===== config.mk =====
export PLATFORM = sky130hd
export DESIGN_NAME = dircc_send_handler_multipin
export DESIGN_NICKNAME = d
export VERILOG_FILES = /design/src/rtl/dircc_application_pkg.sv /design/src/rtl/dircc_system_states_pkg.sv /design/src/rtl/dircc_types_pkg.sv /design/src/rtl/dircc_pin_priority_enc.sv /design/src/rtl/dircc_send_handler_multipin.sv
export SDC_FILE = /design/constraint.sdc
export NUM_CORES = 1
export LEC_CHECK = 0
export BUFFER_PORTS_ARGS = -buffer_cell sky130_fd_sc_hd__buf_4
export CAP_MARGIN = 20
export CORE_MARGIN = 10
export CORE_UTILIZATION = 53
export DETAILED_ROUTE_END_ITERATION = 10
export HOLD_SLACK_MARGIN = 0.06
export PLACE_DENSITY = 0.95
export SLEW_MARGIN = 0
export SYNTH_ARGS = -nofsm -noshare
export SYNTH_HDL_FRONTEND = slang
export SYNTH_SLANG_ARGS = --single-unit

===== constraint.sdc =====
create_clock -name clk -period 16.6 [get_ports clk]
set_clock_uncertainty 0.05 [all_clocks]
set_input_delay 4.15 -clock clk [delete_from_list [all_inputs] [get_ports clk]]
set_output_delay 4.15 -clock clk [all_outputs]
set_load 0.01 [all_outputs]

===== src/rtl/dircc_application_pkg.sv =====
// dircc_application_pkg: application-level packet payload and per-device user state.
package dircc_application_pkg;
  localparam int RTS_MAX = 16;
  localparam int COUNT_BITS = 16;
  typedef struct packed {
    logic [31:0] tick;
    logic [COUNT_BITS-1:0] id;
    logic isDesignatedPacket;
  } tick_msg_t;
  typedef struct packed {
    logic [COUNT_BITS-1:0] count;
    logic isDesignatedSender;
    logic [RTS_MAX-1:0] rts;
  } dev_state_t;
endpackage


===== src/rtl/dircc_system_states_pkg.sv =====
// dircc_system_states_pkg: send handler FSM encoding.
package dircc_system_states_pkg;
  typedef enum logic [1:0] {IDLE, BUILD, SEND, WRITE} send_fsm_t;
endpackage


===== src/rtl/dircc_types_pkg.sv =====
// dircc_types_pkg: system-level packet and device state containers.
package dircc_types_pkg;
  typedef struct packed {
    logic [31:0] address;
    logic [15:0] src;
  } packet_header_t;
  typedef struct packed {
    packet_header_t header;
    dircc_application_pkg::tick_msg_t payload;
  } packet_data_t;
  typedef struct packed {
    logic [31:0] dircc_state;
    logic [31:0] dircc_state_extra;
    dircc_application_pkg::dev_state_t user_state;
  } device_state_t;
endpackage


===== src/rtl/dircc_pin_priority_enc.sv =====
// dircc_pin_priority_enc: index of the lowest set bit of mask, plus an any-set flag.
module dircc_pin_priority_enc #(
  parameter int NUM_PINS = 4,
  parameter int PIN_W = (NUM_PINS > 1) ? $clog2(NUM_PINS) : 1
) (
  input  logic [NUM_PINS-1:0] mask,
  output logic [PIN_W-1:0]    index,
  output logic                any_set
);
  always_comb begin
    index = '0;
    for (int i = NUM_PINS - 1; i >= 0; i--)
      if (mask[i]) index = PIN_W'(i);
    any_set = |mask;
  end
endmodule


===== src/rtl/dircc_send_handler_multipin.sv =====
// dircc_send_handler_multipin: services one ready pin per request, emits a tick_msg and writes state back.
// Define DIRCC_SEND_TIMESTAMP_EN to stamp packets with a free-running cycle count.
module dircc_send_handler_multipin
  import dircc_types_pkg::*;
  import dircc_application_pkg::*;
  import dircc_system_states_pkg::*;
#(
  parameter int ADDRESS_MEM_WIDTH = 32,
  parameter int NUM_PINS = 4,
  parameter int PIN_W = (NUM_PINS > 1) ? $clog2(NUM_PINS) : 1,
  parameter int COUNT_W = 16,
  parameter logic [15:0] DEVICE_ID = 16'd0
) (
  input  logic                         clk,
  input  logic                         reset,
  input  logic [ADDRESS_MEM_WIDTH-1:0] address,
  input  logic                         send_req,
  output logic                         send_done,
  input  device_state_t                read_state,
  output packet_data_t                 packet_out,
  output logic [PIN_W-1:0]             packet_out_pin,
  output logic                         packet_out_valid,
  input  logic                         packet_out_ready,
  output device_state_t                write_state,
  output logic                         write_state_valid
);
  // COUNT_W narrower than the stored field wraps early via this mask
  localparam logic [COUNT_BITS-1:0] CNT_MASK = COUNT_BITS'((33'd1 << COUNT_W) - 33'd1);
  send_fsm_t state, nxt;
  device_state_t st_q;
  logic [ADDRESS_MEM_WIDTH-1:0] addr_q;
  packet_data_t pkt_q, pkt_d;
  logic [PIN_W-1:0] pin_q, pin;
  logic any_set;
  logic [COUNT_BITS-1:0] cnt_inc;
  logic [31:0] tick;
  dircc_pin_priority_enc #(.NUM_PINS(NUM_PINS), .PIN_W(PIN_W)) u_enc (
    .mask(st_q.user_state.rts[NUM_PINS-1:0]),
    .index(pin),
    .any_set(any_set)
  );
`ifdef DIRCC_SEND_TIMESTAMP_EN
  logic [31:0] cyc_q;
  always_ff @(posedge clk or posedge reset)
    if (reset) cyc_q <= '0;
    else cyc_q <= cyc_q + 32'd1;
  assign tick = cyc_q;
`else
  assign tick = 32'd0;
`endif
  assign cnt_inc = (st_q.user_state.count + 1'b1) & CNT_MASK;
  always_comb begin
    pkt_d = '0;
    pkt_d.header.address = 32'(addr_q);
    pkt_d.header.src = DEVICE_ID;
    pkt_d.payload.tick = tick;
    pkt_d.payload.id = st_q.user_state.count;
    pkt_d.payload.isDesignatedPacket = st_q.user_state.isDesignatedSender;
  end
  always_ff @(posedge clk or posedge reset)
    if (reset) state <= IDLE;
    else state <= nxt;
  always_comb begin
    nxt = state;
    nxt = state == IDLE  ? (send_req ? BUILD : IDLE) :
          state == BUILD ? (any_set ? SEND : WRITE) :
          state == SEND  ? (packet_out_ready ? WRITE : SEND) : IDLE;
    packet_out = pkt_q;
    packet_out_pin = pin_q;
    packet_out_valid = state == SEND;
    write_state_valid = state == WRITE;
    send_done = state == WRITE;
    write_state = state == WRITE ? st_q : '0;
  end
  always_ff @(posedge clk or posedge reset)
    if (reset) begin
      st_q <= '0;
      addr_q <= '0;
      pkt_q <= '0;
      pin_q <= '0;
    end else if (state == IDLE && send_req) begin
      st_q <= read_state;
      addr_q <= address;
    end else if (state == BUILD && any_set) begin
      pkt_q <= pkt_d;
      pin_q <= pin;
      st_q.user_state.count <= cnt_inc;
      st_q.user_state.rts <= st_q.user_state.rts & ~(RTS_MAX'(1) << pin);
    end
endmodule

==> results of run 1 <==
-- synth_stat cells, drive strengths merged (2+ instances only) --
cell / number / area (sq um)
nor4: 3 / 18.8
nand2: 356 / 1340
nand3: 9 / 45.0
buf: 57 / 414
nor3: 2 / 10.0
o21ai: 17 / 85.1
mux2: 48 / 541
or2: 3 / 18.8
a21oi: 2 / 10.0
dfrtp: 182 / 4550
and2: 102 / 638
nand4: 4 / 40.0
o31ai: 3 / 22.5
inv: 6 / 22.5
xnor2: 3 / 26.3
xor2: 5 / 43.8
a31oi: 6 / 37.5
clkbuf: 40 / 150
mux2i: 4 / 40.0
or3: 2 / 12.5
nor2: 4 / 15.0
ha: 5 / 62.6
-- worst max path at each step --
stage                     startpoint              end  cells past startpoint
after global placement      send_req    packet_out[3]                      5
after detailed placement    send_req    packet_out[7]                      5
after floorplan                reset        addr_q[0]                      1
after global routing        state[1]  write_state[12]                      4
final                       state[1]  write_state[36]                      4
after CTS                   state[1]  write_state[36]                      4
-- registers in the layout, indices dropped and copies added, names as in the netlist --
| register | cells |
|---|---|
| state | 2 |
| pkt_d | 17 |
| packet_out | 49 |
| st_q | 80 |
| addr_q | 32 |
| packet_out_pin | 2 |
-- metrics by stage --
step / instances / worst slack [ns] / hold slack (ns) / util, % / area [sq um]
after floorplan: 920 / 7.46 / 0.387 / - / 8420
after global placement: 1299 / 10.47 / 0.399 / 67.6 / 10300
after detailed placement: 1299 / 10.45 / 0.404 / 67.6 / 10300
after CTS: 1330 / 10.10 / 0.420 / 71.4 / 10900
after global routing: 1331 / 9.99 / 0.431 / 71.6 / 10900
final: 1331 / 10.14 / 0.416 / 71.6 / 10900
-- cell type report --
| cell class | instances | area, sq um |
|---|---|---|
| timing repair buffer | 289 | 2190 |
| sequential | 182 | 4550 |
| clock inverter | 12 | 151 |
| tap | 188 | 235 |
| multi-input combinational | 635 | 3300 |
| inverter | 6 | 27.5 |
| clock buffer | 19 | 433 |
| fill | 1097 | 4310 |
-- placed cells by master, fill, tap and decap left out, drive strengths merged, types with 2 or more instances in the layout --
cell / netlist / routed
nand2: 356 / 356
buf: 57 / 289
dfrtp: 182 / 182
and2: 102 / 102
conb: 1 / 48
mux2: 48 / 48
clkbuf: 40 / 19
o21ai: 17 / 17
nand3: 9 / 9
inv: 6 / 9
a31oi: 6 / 6
xor2: 5 / 5
ha: 5 / 5
nor2: 4 / 4
mux2i: 4 / 4
clkinv: 0 / 4
nand4: 4 / 4
xnor2: 3 / 3
nor4: 3 / 3
o31ai: 3 / 3
bufinv: 0 / 3
or2: 3 / 3
nor3: 2 / 2
or3: 2 / 2
a21oi: 2 / 2
clkinvlp: 0 / 2
-- per-layer routing --
metal	track usage, %	share of wire, %
met2	40.1	54
met1	25.0	36
met3	7.07	7.6
met5	0	0.055
met4	7.45	2.3
-- cell families after synthesis --
group           synth area share (%)
buf+inv                         7.12
xor+xnor                       0.850
compound gates                  2.48
flops                           55.3
other cells                   0.0455
simple gates                    26.4
mux                             7.05
fa+ha+maj                      0.759
-- power breakdown --
part	switching, uW	total, uW	internal [uW]
sequential	133	784	650
combinational	400	743	343
clock	170	406	236
-- critical path, delay by kind of cell (launching register included) --
| kind | cells | cell delay (ns) |
|---|---|---|
| adders and majority gates | 1 | 0.53 |
| and+or+nand+nor | 1 | 0.23 |
| buffers and inverters | 2 | 0.67 |
| DFF | 1 | 0.38 |
==> impl_metrics.csv, run 1 <==
group,metric,value,unit
clock_network,clock_latency,0.43,ns
synth,syn_area_per_cell,9.44,sq um
worst_setup_path,worstPathRequired,12.40,ns
route,drc_errors,0,
timing,drv_slew,0,
floorplan,die-area,0.0209,sq mm
clock_network,cts_root_buf,"clkbuf_16",
worst_hold_path,whs_endpoint,"st_q[41]",
timing,tightest_slew,0.872,ns
clock_network,clock-sinks,182,
route,wl,23.7,mm
power,ir_drop,113,uV
synth,syn_area,0.00824,sq mm
worst_setup_path,worst-r2r-setup-slack,13.86,ns
clock_network,cts_tree,"done",
synth,ys.flop_type,"dfrtp_1",
clock_network,clk_path_buf_depth,2,
route,via_per_inst,5.02,
placement,portBuffers,283,
timing,slew_headroom,41.9,%
timing,finalSetupTns,0,ns
route,drt_iter0_markers,408,
synth,synth-async-reset-ratio,100,%
route,wl_per_cell,17.8,um
route,ant_nets,0,
power,power.density,178,mW/mm^2
layout,layout-drive-gt1-share,32.0,%
placement,place_hpwl,17.2,mm
timing,finalHoldViolCount,0,
worst_hold_path,min_delay_path_depth,2,
timing,rsz0062_at_grt,"false",
route,dr.pass1.iters,5,
floorplan,num_io_pins,332,
clock_network,clk_pin_slew,0.06,ns
synth,ys_ff_latch,182,
timing,fin_crit_sh,38.9,%
layout,nets,1269,
worst_setup_path,crit_fanout,69,
clock_network,cts_hold_buf,0,
timing,setup_viol,0,
worst_setup_path,rr_endpoint,"packet_out[1]",
layout,n_antenna_cell,0,
grt,grt_pass1_wl,36.9,mm
clock_network,cts_max_level,4,
timing,fmax,155,MHz
worst_setup_path,cpMostUsedCell,"buf_4",
floorplan,die_x,145,um
floorplan,die_y,145,um
timing,period_minus_slack,6.46,ns
flow_run,max_cap_viol_count,0,
grt,grt_max_degree,101,
worst_setup_path,crit_path_end_kind,"primary output",
synth,synth_warnings,0,
worst_hold_path,min-delay-start,"st_q[41]",
worst_hold_path,hold_class,"register to register",
run_status,outcome,"finished clean",
clock_network,cts_setup_buffers,0,
synth,syn_inst,873,
grt,antenna_found_initial,1,
clock_network,cts_made_buffers,17,
worst_setup_path,start_kind,"register",
synth,synth_edf_count,0,
worst_setup_path,arrival,2.26,ns
route,vias,6686,
floorplan,row_count,45,
worst_setup_path,reg2reg_depth,6,
clock_network,cts_resized,0,
worst_setup_path,critPathMaxStageDelay,0.54,ns
placement,place.gp.congestion,0.804,
worst_setup_path,r2r_start,"state[1]",
worst_setup_path,cp_slowest_cell,"buf_4",
synth,ys_types,38,
power,power.leakage,0.00585,uW
floorplan,core-area,0.0152,sq mm
worst_setup_path,path_cells,"ha_2 -> buf_4 -> and2_1 -> buf_4",
floorplan,start_util,54.2,%
grt,grt_usage,22.5,%
grt,grt_pass1_vias,7021,
grt,grt-ovfl-total,0,
layout,syn_to_final_growth,32.1,%
power,power.total,1930,uW
synth,ys_seq_area_share,55.3,%
worst_setup_path,crit_type,"register to primary output",
Power figures use the tool's default switching activity.
==> run 2: changes to the inputs <==
--- a/config.mk
+++ b/config.mk
@@ -5,13 +5,14 @@
 export SDC_FILE = /design/constraint.sdc
 export NUM_CORES = 1
 export LEC_CHECK = 0
+export ABC_AREA = 1
 export BUFFER_PORTS_ARGS = -buffer_cell sky130_fd_sc_hd__buf_4
 export CAP_MARGIN = 20
 export CORE_MARGIN = 10
-export CORE_UTILIZATION = 53
+export CORE_UTILIZATION = 49
 export DETAILED_ROUTE_END_ITERATION = 10
 export HOLD_SLACK_MARGIN = 0.06
-export PLACE_DENSITY = 0.95
+export PLACE_DENSITY = 0.9
 export SLEW_MARGIN = 0
 export SYNTH_ARGS = -nofsm -noshare
 export SYNTH_HDL_FRONTEND = slang
==> constraint.sdc (replaced) <==
create_clock -name clk -period 6.6 [get_ports clk]
set_clock_uncertainty 0.05 [all_clocks]
set_input_delay 1.65 -clock clk [delete_from_list [all_inputs] [get_ports clk]]
set_output_delay 1.65 -clock clk [all_outputs]
set_load 0.01 [all_outputs]
==> run 2 against run 1 <==
Register-to-register slack lost 9.7 ns. Via count up 14%. Final area grew 2.8%. Largest cell class unchanged.
==> impl_metrics.csv, run 2 <==
group,metric,value,unit
run_status,outcome,"finished clean",
floorplan,num_io_pins,332,
placement,place_hpwl,17.9,mm
worst_hold_path,hold_class,"register to register",
placement,place.gp.congestion,0.878,
layout,layout_commonest_cell,"nand2_1",
clock_network,clock_latency,0.42,ns
timing,fin_crit_sh,58.8,%
timing,setup_viol,0,
worst_hold_path,min-delay-start,"addr_q[19]",
power,ir_drop,207,uV
power,power.total,4810,uW
floorplan,die_y,152,um
worst_setup_path,reg2reg_depth,8,
synth,syn_area,0.00856,sq mm
route,ant_nets,0,
floorplan,die-area,0.0232,sq mm
synth,ys_seq_area_share,53.2,%
synth,synth_warnings,0,
floorplan,die_x,152,um
timing,rsz0062_at_grt,"false",
route,wl,24.7,mm
synth,synth_edf_count,0,
timing,period_minus_slack,3.88,ns
timing,finalHoldViolCount,0,
grt,grt-ovfl-total,0,
power,power.leakage,0.00699,uW
route,drc_errors,0,
layout,syn_to_final_growth,30.7,%
synth,synth_most_common_cell,"nand2_1",
worst_setup_path,rr_endpoint,"packet_out[95]",
synth,ys_ff_latch,182,
route,via_per_inst,4.70,
flow_run,max_cap_viol_count,0,
route,wl_per_cell,15.2,um
layout,instances_no_fill,1628,
synth,synthTopCellsByArea,"dfrtp_1, nand2_1, inv_1",
synth,synth_compound_area_share,1.93,%
worst_setup_path,crit_fanout,99,
floorplan,start_util,49.7,%
layout,regMostFlops,"st_q",
clock_network,clk_path_buf_depth,2,
worst_setup_path,worst-r2r-setup-slack,4.13,ns
synth,ys_types,30,
synth,synth.area.mux_share,0,%
clock_network,cts_resized,0,
synth,synth-xor-area-share,0.307,%
placement,dp.cells,1595,
grt,grt_pass1_vias,7617,
placement,portBuffers,283,
clock_network,cts_tree,"done",
clock_network,cts_setup_buffers,0,
synth,synth-async-reset-ratio,100,%
worst_setup_path,arrival,2.18,ns
route,dr.pass1.iters,7,
worst_hold_path,min_delay_path_depth,2,
grt,grt_max_degree,183,
clock_network,cts_hold_buf,0,
timing,fmax,257,MHz
worst_setup_path,crit_path_end_kind,"primary output",
layout,final_cell_mix,"nand2_1, buf_4, dfrtp_1",
timing,slew_headroom,24.8,%
layout,largest_reg_flops,80,
synth,synth_top_family_by_area,"simple AND/OR/NAND/NOR gates",
synth,syn_area_per_cell,7.54,sq um
worst_hold_path,whs_endpoint,"packet_out[84]",
synth,synthAdderAreaFrac,0.731,%
synth,ys.flop_type,"dfrtp_1",
layout,layout-drive-gt1-share,23.7,%
layout,nets,1528,
route,drt_iter0_markers,425,
grt,antenna_found_initial,0,
timing,finalSetupTns,0,ns
grt,grt_pass1_wl,39.8,mm
grt,grt_usage,20.9,%
clock_network,cts_root_buf,"clkbuf_16",
clock_network,cts_max_level,4,
synth,synth_area_leader_cell,"dfrtp_1",
power,power.density,430,mW/mm^2
synth,synth_commonest_cells,"nand2_1, dfrtp_1, inv_1, buf_4, buf_2",
synth,syn_inst,1135,
floorplan,row_count,48,
worst_setup_path,crit_type,"register to primary output",
worst_setup_path,start_kind,"register",
clock_network,clk_pin_slew,0.07,ns
timing,drv_slew,0,
layout,n_antenna_cell,0,
synth,synth_top_area_share,53.2,%
synth,synth-simple-area-share,30.9,%
timing,tightest_slew,1.13,ns
route,vias,7651,
worst_setup_path,worstPathRequired,4.90,ns
clock_network,clock-sinks,182,
clock_network,cts_made_buffers,17,
worst_setup_path,r2r_start,"state[0]",
floorplan,core-area,0.0172,sq mm
-- run 2: cell families after synthesis --
family / count (synthesis)
other: 1
and+or+nand+nor: 685
DFF: 182
adders and majority gates: 5
buffers and inverters: 228
AOI/OAI and AO/OA: 31
xor gates and xnor gates: 3
-- run 2: cell type report --
| type | count | area [sq um] |
|---|---|---|
| tap | 225 | 282 |
| sequential | 182 | 4550 |
| multi-input combinational | 772 | 3090 |
| clock buffer | 18 | 439 |
| clock inverter | 14 | 136 |
| fill | 1364 | 6050 |
| inverter | 129 | 490 |
| timing repair buffer | 288 | 2190 |
-- run 2: stage by stage --
stage	setup slack [ns]	hold WS (ns)	utilization [%]	cell area [sq um]
2_1_floorplan	2.56	0.399	-	8740
3_3_place_gp	3.22	0.404	61.4	10600
3_5_place_dp	3.16	0.406	61.4	10600
4_1_cts	2.72	0.423	64.8	11200
5_1_grt	2.55	0.447	64.9	11200
6_report	2.72	0.420	64.9	11200
-- run 2: worst max-delay path by stage --
stage               cells after the start              end      from  slack, ns
finish                                  4  write_state[48]  state[0]       2.72
detailed placement                      7   packet_out[95]  send_req       3.16
CTS                                     4  write_state[48]  state[0]       2.72
floorplan                               1        addr_q[0]     reset       2.56
global route                            4  write_state[48]  state[0]       2.55
global placement                        6         st_q[90]  send_req       3.22
-- run 2: worst max-delay path, stage by stage, from the launching register on --
cell and delay, ns:
dfrtp_1 0.42, ha_4 0.88, nand2_1 0.18, inv_1 0.10, buf_4 0.12
-- run 2: power by group --
part           switching [uW]  leakage (uW)  internal (uW)
clock                     472      0.000279            512
sequential                353       0.00229           1620
combinational            1100       0.00442            757
total                    1920       0.00699           2890
-- run 2: routing by layer --
layer	vias to the layer above	global-route usage [%]	share of wire [%]
li1	3741	-	-
met1	3555	24.1	39
met2	317	33.2	48
met3	38	10.0	11
met4	0	7.02	2.2
met5	-	0	0
==> run 3: changes to the inputs <==
--- a/config.mk
+++ b/config.mk
@@ -5,14 +5,14 @@
 export SDC_FILE = /design/constraint.sdc
 export NUM_CORES = 1
 export LEC_CHECK = 0
-export ABC_AREA = 1
+export ABC_AREA = 0
 export BUFFER_PORTS_ARGS = -buffer_cell sky130_fd_sc_hd__buf_4
 export CAP_MARGIN = 20
 export CORE_MARGIN = 10
 export CORE_UTILIZATION = 49
 export DETAILED_ROUTE_END_ITERATION = 10
 export HOLD_SLACK_MARGIN = 0.06
-export PLACE_DENSITY = 0.9
+export PLACE_DENSITY = 0.91
 export SLEW_MARGIN = 0
 export SYNTH_ARGS = -nofsm -noshare
 export SYNTH_HDL_FRONTEND = slang
==> constraint.sdc (replaced) <==
create_clock -name clk -period 3.7 [get_ports clk]
set_clock_uncertainty 0.05 [all_clocks]
set_input_delay 0.925 -clock clk [delete_from_list [all_inputs] [get_ports clk]]
set_output_delay 0.925 -clock clk [all_outputs]
set_load 0.01 [all_outputs]
==> run 3 against run 2 <==
Wire length is 3.7% lower. Final area decreased by 1.7%. Sequential share of layout area increased by 0.71 points. Via count down 13%. Combinational power grew 82%. Count of clock-buffer cells in the layout fell by 1. Non-clock buffer count grew 4. Critical endpoint is now write_state[3]. Worst hold slack worse by 0.0021 ns. Clock power increased by 84%. Setup slack got worse by 1.9 ns.
==> impl_metrics.csv, run 3 (synthesis gave the netlist of run 1 again) <==
group,metric,value,unit
worst_setup_path,crit_type,"register to primary output",
route,ant_nets,0,
route,via_per_inst,4.89,
timing,fmax,341,MHz
floorplan,core-area,0.0165,sq mm
clock_network,cts_hold_buf,0,
route,wl,23.8,mm
timing,drv_slew,0,
layout,layout_commonest_cell,"nand2_1",
floorplan,die_x,150,um
worst_setup_path,cp_slowest_cell,"ha_2",
power,power.total,8680,uW
power,power.density,790,mW/mm^2
grt,antenna_found_initial,0,
run_status,outcome,"finished clean",
clock_network,clock-sinks,182,
clock_network,cts_root_buf,"clkbuf_16",
power,ir_drop,396,uV
layout,largest_reg_flops,80,
worst_setup_path,path_cells,"ha_2 -> buf_12 -> and2_1 -> buf_4",
floorplan,die-area,0.0224,sq mm
timing,finalHoldViolCount,0,
worst_setup_path,worstPathRequired,2.72,ns
worst_setup_path,crit_family,"adder cells",
layout,final_cell_mix,"nand2_1, buf_4, dfrtp_1",
grt,grt_usage,20.7,%
clock_network,clock_latency,0.43,ns
worst_setup_path,crit_path_end_kind,"primary output",
floorplan,num_io_pins,332,
clock_network,clk_pin_slew,0.07,ns
timing,tightest_slew,1.03,ns
placement,place.gp.congestion,0.812,
worst_hold_path,hold_class,"register to register",
layout,regMostFlops,"st_q",
route,vias,6681,
route,wl_per_cell,17.4,um
layout,layout-drive-gt1-share,32.4,%
layout,nets,1272,
floorplan,die_y,150,um
layout,n_antenna_cell,0,
clock_network,cts_setup_buffers,0,
layout,final_util,66.6,%
floorplan,row_count,47,
timing,setup_viol,0,
placement,place_hpwl,17.6,mm
power,power.leakage,0.00588,uW
timing,rsz0062_at_grt,"false",
placement,portBuffers,283,
grt,grt_pass1_vias,6904,
timing,holdWs,0.418,ns
timing,slew_headroom,30.7,%
worst_setup_path,crit_fanout,75,
worst_setup_path,critPathMaxStageDelay,0.46,ns
grt,grt_pass1_wl,36.8,mm
layout,syn_to_final_growth,33.5,%
timing,finalSetupTns,0,ns
clock_network,cts_made_buffers,17,
clock_network,clk_path_buf_depth,2,
worst_setup_path,cp_num_buf_inv,2,
worst_setup_path,start_kind,"register",
floorplan,start_util,49.9,%
timing,fin_crit_sh,79.3,%
grt,grt_max_degree,87,
clock_network,cts_max_level,4,
worst_setup_path,arrival,1.96,ns
clock_network,cts_tree,"done",
grt,grt-ovfl-total,0,
flow_run,max_cap_viol_count,0,
route,drt_iter0_markers,402,
clock_network,cts_resized,0,
route,drc_errors,0,
route,dr.pass1.iters,5,
timing,period_minus_slack,2.93,ns
-- run 3: cell types whose count changed in the layout (fill, tap and decap cells not counted), moves of 4 or more --
cell / before / now
nor2_1: 15 / 4
a31oi_1: 0 / 6
buf_12: 1 / 5
mux2_2: 0 / 39
inv_1: 125 / 5
nand3_1: 22 / 9
and2_1: 0 / 101
o21ai_1: 12 / 0
mux2i_1: 0 / 4
nand2_1: 633 / 355
mux2_1: 0 / 9
-- run 3: path summary, 6_finish.rpt --
check                               from              to  slack, ns  depth (start not counted)
worst max-delay path            state[1]  write_state[3]       0.77                          4
worst max register to register  state[0]       pkt_d[14]       1.10                          7
min in group asynchronous          reset       addr_q[0]       0.54                          2
worst min register to register  st_q[57]        st_q[57]       0.42                          2
worst min-delay path            st_q[57]        st_q[57]       0.42                          2
max in group asynchronous          reset        pkt_d[4]       2.16                          3
-- run 3: through the flow --
stage               worst slack, ns  cells  cell area (sq um)
floorplan                     0.388    920               8420
CTS                           0.746   1367              11000
global placement              0.896   1335              10400
detailed placement            0.866   1335              10400
global route                  0.607   1367              11000
finish                        0.767   1367              11000
-- run 3: where the power goes --
| group | leakage [uW] | switching (uW) | internal [uW] |
|---|---|---|---|
| sequential | 0.00224 | 571 | 2910 |
| combinational | 0.00335 | 1810 | 1580 |
| clock | 0.000286 | 850 | 961 |
| total | 0.00588 | 3230 | 5460 |
-- run 3: layer usage --
layer	up-vias	wire length, um	GRT usage, %
met5	-	0	0
met4	0	611	8.07
met3	36	1880	7.00
met2	231	12400	36.0
met1	3239	8960	22.7
li1	3175	-	-
-- run 3: cell type report --
class                      count  area, sq um
fill                        1276         5530
sequential                   182         4550
multi-input combinational    635         3300
timing repair buffer         292         2250
clock buffer                  17          425
tap                          220          275
clock inverter                15          166
inverter                       6         26.3
-- run 3: worst reg2reg max path: cells and delay by family (launching register included) --
kind / cells / cell delay (ns)
buf+inv: 2 / 0.87
fa+ha+maj: 1 / 0.29
simple gates: 3 / 0.84
flops: 1 / 0.38
compound gates: 1 / 0.12
